--- src/rtl/reg_file.sv ---
// reg_file: 32x32 MIPS register file, R0 hardwired to zero; define REGFILE_BYPASS_EN for write-to-read forwarding
module reg_file #(
  parameter int DATA_W = 32,
  parameter int ADDR_W = 5
) (
  input  logic              clk,
  input  logic              reset,
  input  logic [ADDR_W-1:0] wr_num,
  input  logic [DATA_W-1:0] wr_data,
  input  logic              wr_en,
  input  logic [ADDR_W-1:0] rd0_num,
  output logic [DATA_W-1:0] rd0_data,
  input  logic [ADDR_W-1:0] rd1_num,
  output logic [DATA_W-1:0] rd1_data
);
  localparam int DEPTH = 2**ADDR_W;
  logic [DATA_W-1:0] regs [1:DEPTH-1];
  logic wr_ok;
  assign wr_ok = wr_en && (wr_num != '0);
  always_ff @(posedge clk) begin
    if (!reset)
      for (int i = 1; i < DEPTH; i++) regs[i] <= '0;
    else if (wr_ok)
      regs[wr_num] <= wr_data;
  end
`ifdef REGFILE_BYPASS_EN
  logic fwd;
  assign fwd = reset && wr_ok;
  always_comb begin
    rd0_data = (rd0_num == '0) ? '0 : (fwd && rd0_num == wr_num) ? wr_data : regs[rd0_num];
    rd1_data = (rd1_num == '0) ? '0 : (fwd && rd1_num == wr_num) ? wr_data : regs[rd1_num];
  end
`else
  always_comb begin
    rd0_data = (rd0_num == '0) ? '0 : regs[rd0_num];
    rd1_data = (rd1_num == '0) ? '0 : regs[rd1_num];
  end
`endif
endmodule

--- config.mk ---
export PLATFORM = sky130hd
export DESIGN_NAME = reg_file
export DESIGN_NICKNAME = d
export VERILOG_FILES = /design/src/rtl/reg_file.sv
export SDC_FILE = /design/constraint.sdc
export NUM_CORES = 2
export LEC_CHECK = 0
export CAP_MARGIN = 15
export CORE_UTILIZATION = 50
export CTS_CLUSTER_SIZE = 8
export DETAILED_ROUTE_END_ITERATION = 8
export MAX_ROUTING_LAYER = met4
export PLACE_DENSITY = 0.77
export SKIP_CTS_REPAIR_TIMING = 1
export SYNTH_ARGS = -nofsm -noshare
export SYNTH_HDL_FRONTEND = slang
export SYNTH_SLANG_ARGS = --single-unit
--- constraint.sdc ---
create_clock -name clk -period 11.2 [get_ports clk]
set_input_delay 1.12 -clock clk [delete_from_list [all_inputs] [get_ports clk]]
set_output_delay 1.12 -clock clk [all_outputs]
set_load 0.01 [all_outputs]
==> metrics.cfg <==
[die]
die_w_um = 331.3
die_y_um = 331.3
core-area_sq_mm = 0.1074
rows = 120
die_area_sq_mm = 0.1098
start_util_pct = 50.50
ios = 114

[final_layout]
fin_area_sq_mm = 0.06069
instances_no_fill = 4929
final_core_util_pct = 56.53
largestRegisters = regs x1024
area_growth_pct = 11.93
fillers = 7976
largest_reg_flops = 1024
nets = 3555
top_register = regs
drive_above_1_share_pct = 23.88

[power_and_ir_drop]
finalPower_mw = 9.607
leakage_nw = 20.58
ir_drop_mv = 0.1506
powerDensity_mw_per_mm2 = 158.3

[clock_tree]
cts_buffers = 145
clk_pin_slew_ps = 50
cts_sinks = 1024
cts_max_level = 4
cts_tree = built
cts_root_buffer = clkbuf_16
clockBufferDepth = 3

[place]
io_buffers = 113
routabilityCongestion = 0.9280
hpwl_um = 96410
pre_cts_slack_ps = 4737
place_inst = 4756
placed_cell_area_sq_mm = 0.05668

[logic_synthesis]
synth_top_area_share_pct = 56.72
synth_edf_count = 1024
synth_cell_types = 41
ys_ff_latch = 1024
async_reset_ff_share_pct = 0
yosys-top-cells-count = 1024 x edfxtp_1, 996 x and2_1, 470 x mux4_2, 275 x clkbuf_1, 154 x mux2i_1
avgSynthCellArea_sq_um = 15.46
synth_warnings = 0
ys.flop_type = edfxtp_1
yosysMostFrequentCell = edfxtp_1
seq_area_frac_synth_pct = 56.72
synth_area_sq_mm = 0.05422
synth_area_leader_cell = edfxtp_1
synthTopCellsByArea = edfxtp_1 57%, mux4_2 20%, and2_1 11%
syn_inst = 3507

[worst_hold_path]
min_path_type = in -> reg
worstHoldStart = reset

[global_routing]
grt_max_degree = 127
grt-ovfl-total = 0
grt_pass1_vias = 34510
antenna_found_initial = 10
grt.total_usage_pct = 31.58
grt_pass1_wl_um = 240300

[sta]
final.period_utilization_pct = 61.11
finalMaxSlewViolations = 0
min_period_ps = 6844
worstMarginPinSlew_ps = 1281
tns_ps = 0
finalHoldViolCount = 0
holdWs_ps = 1152
setup_viol = 0
relSlewSlack_pct = 14.42
rsz0062_at_grt = no
fin_ws_ps = 4356
max_freq_ghz = 0.1461

[setup_path]
worstPathArrival_ps = 5720
cp.required_ps = 10080
critPathMaxFanout = 30
critical_path_class = in -> out
end_kind = output pin
start_kind = input port
worstSetupStartpoint = rd1_num[1]

[routing]
drc = 0
drt_wl_total_um = 168700
firstDrtPassIters = 6
via_per_inst = 6.984
ant_nets = 0
drtIter0Drc = 5643
vias = 34420
wl_per_cell_um = 34.23

[job]
max-cap-violations = 0

[run_status]
status = completed

layout by cell type, fill, tap and decap left out, types with 10 or more instances in the layout:
cell type,instances
mux4_2,470
a211oi_1,34
o22ai_1,79
conb_1,32
nor2b_1,13
o21ai_4,31
edfxtp_1,1024
o221ai_1,27
a22o_1,51
nor3_1,54
mux2_2,30
mux2i_1,154
nor2_2,17
a2111oi_1,21
clkdlybuf4s50_1,104
clkbuf_16,150
and2_1,995
nor2_4,15
buf_4,89
a22oi_1,18
a21oi_1,10
layer usage:
metal  track usage, %  share of wire (%)
met1            41.30                 36
met2            45.94                 45
met3            8.734                 14
met4            14.76                4.7
met5                -                  0
path summary, 6_finish.rpt:
check / endpoint / cells after the start
worst max-delay path: rd1_data[15] / 8
worst min-delay path: regs[28][8] / 2
power by group:
part	leakage [nW]	switching (mW)	internal (mW)	total, mW
combinational	8.93	0.639	0.491	1.13
sequential	9.75	0.115	4.44	4.56
clock	1.90	1.59	2.33	3.92
total	20.6	2.34	7.27	9.61
final cells by class:
type                       instances  area, sq um  share of cell area (%)
sequential                      1024        30750                   50.67
clock inverter                    11        137.6                  0.2268
multi-input combinational       2125        22310                   36.77
tap                             1403         1755                   2.893
clock buffer                     149         3729                   6.144
inverter                           1        3.754                0.006185
antenna                            8        20.02                 0.03299
timing repair buffer             208         1977                   3.258
critical path, stage by stage:
cell	delay, ps
buf_4	420
buf_4	460
and2_2	1040
buf_4	580
a22o_1	230
a211oi_1	70
nor3_1	930
clkdlybuf4s50_1	720
logic make-up (layout without fill, tap and decap cells):
kind of cell	Yosys count	count (layout)	synth area share (%)
other	1	40	0.006917
multiplexers	654	654	22.99
AND/OR/NAND/NOR	1148	1148	12.97
flip-flops	1024	1024	56.72
AO/OA/AOI/OAI	291	291	3.981
buffers and inverters	389	369	3.332
Power figures use the tool's default switching activity.
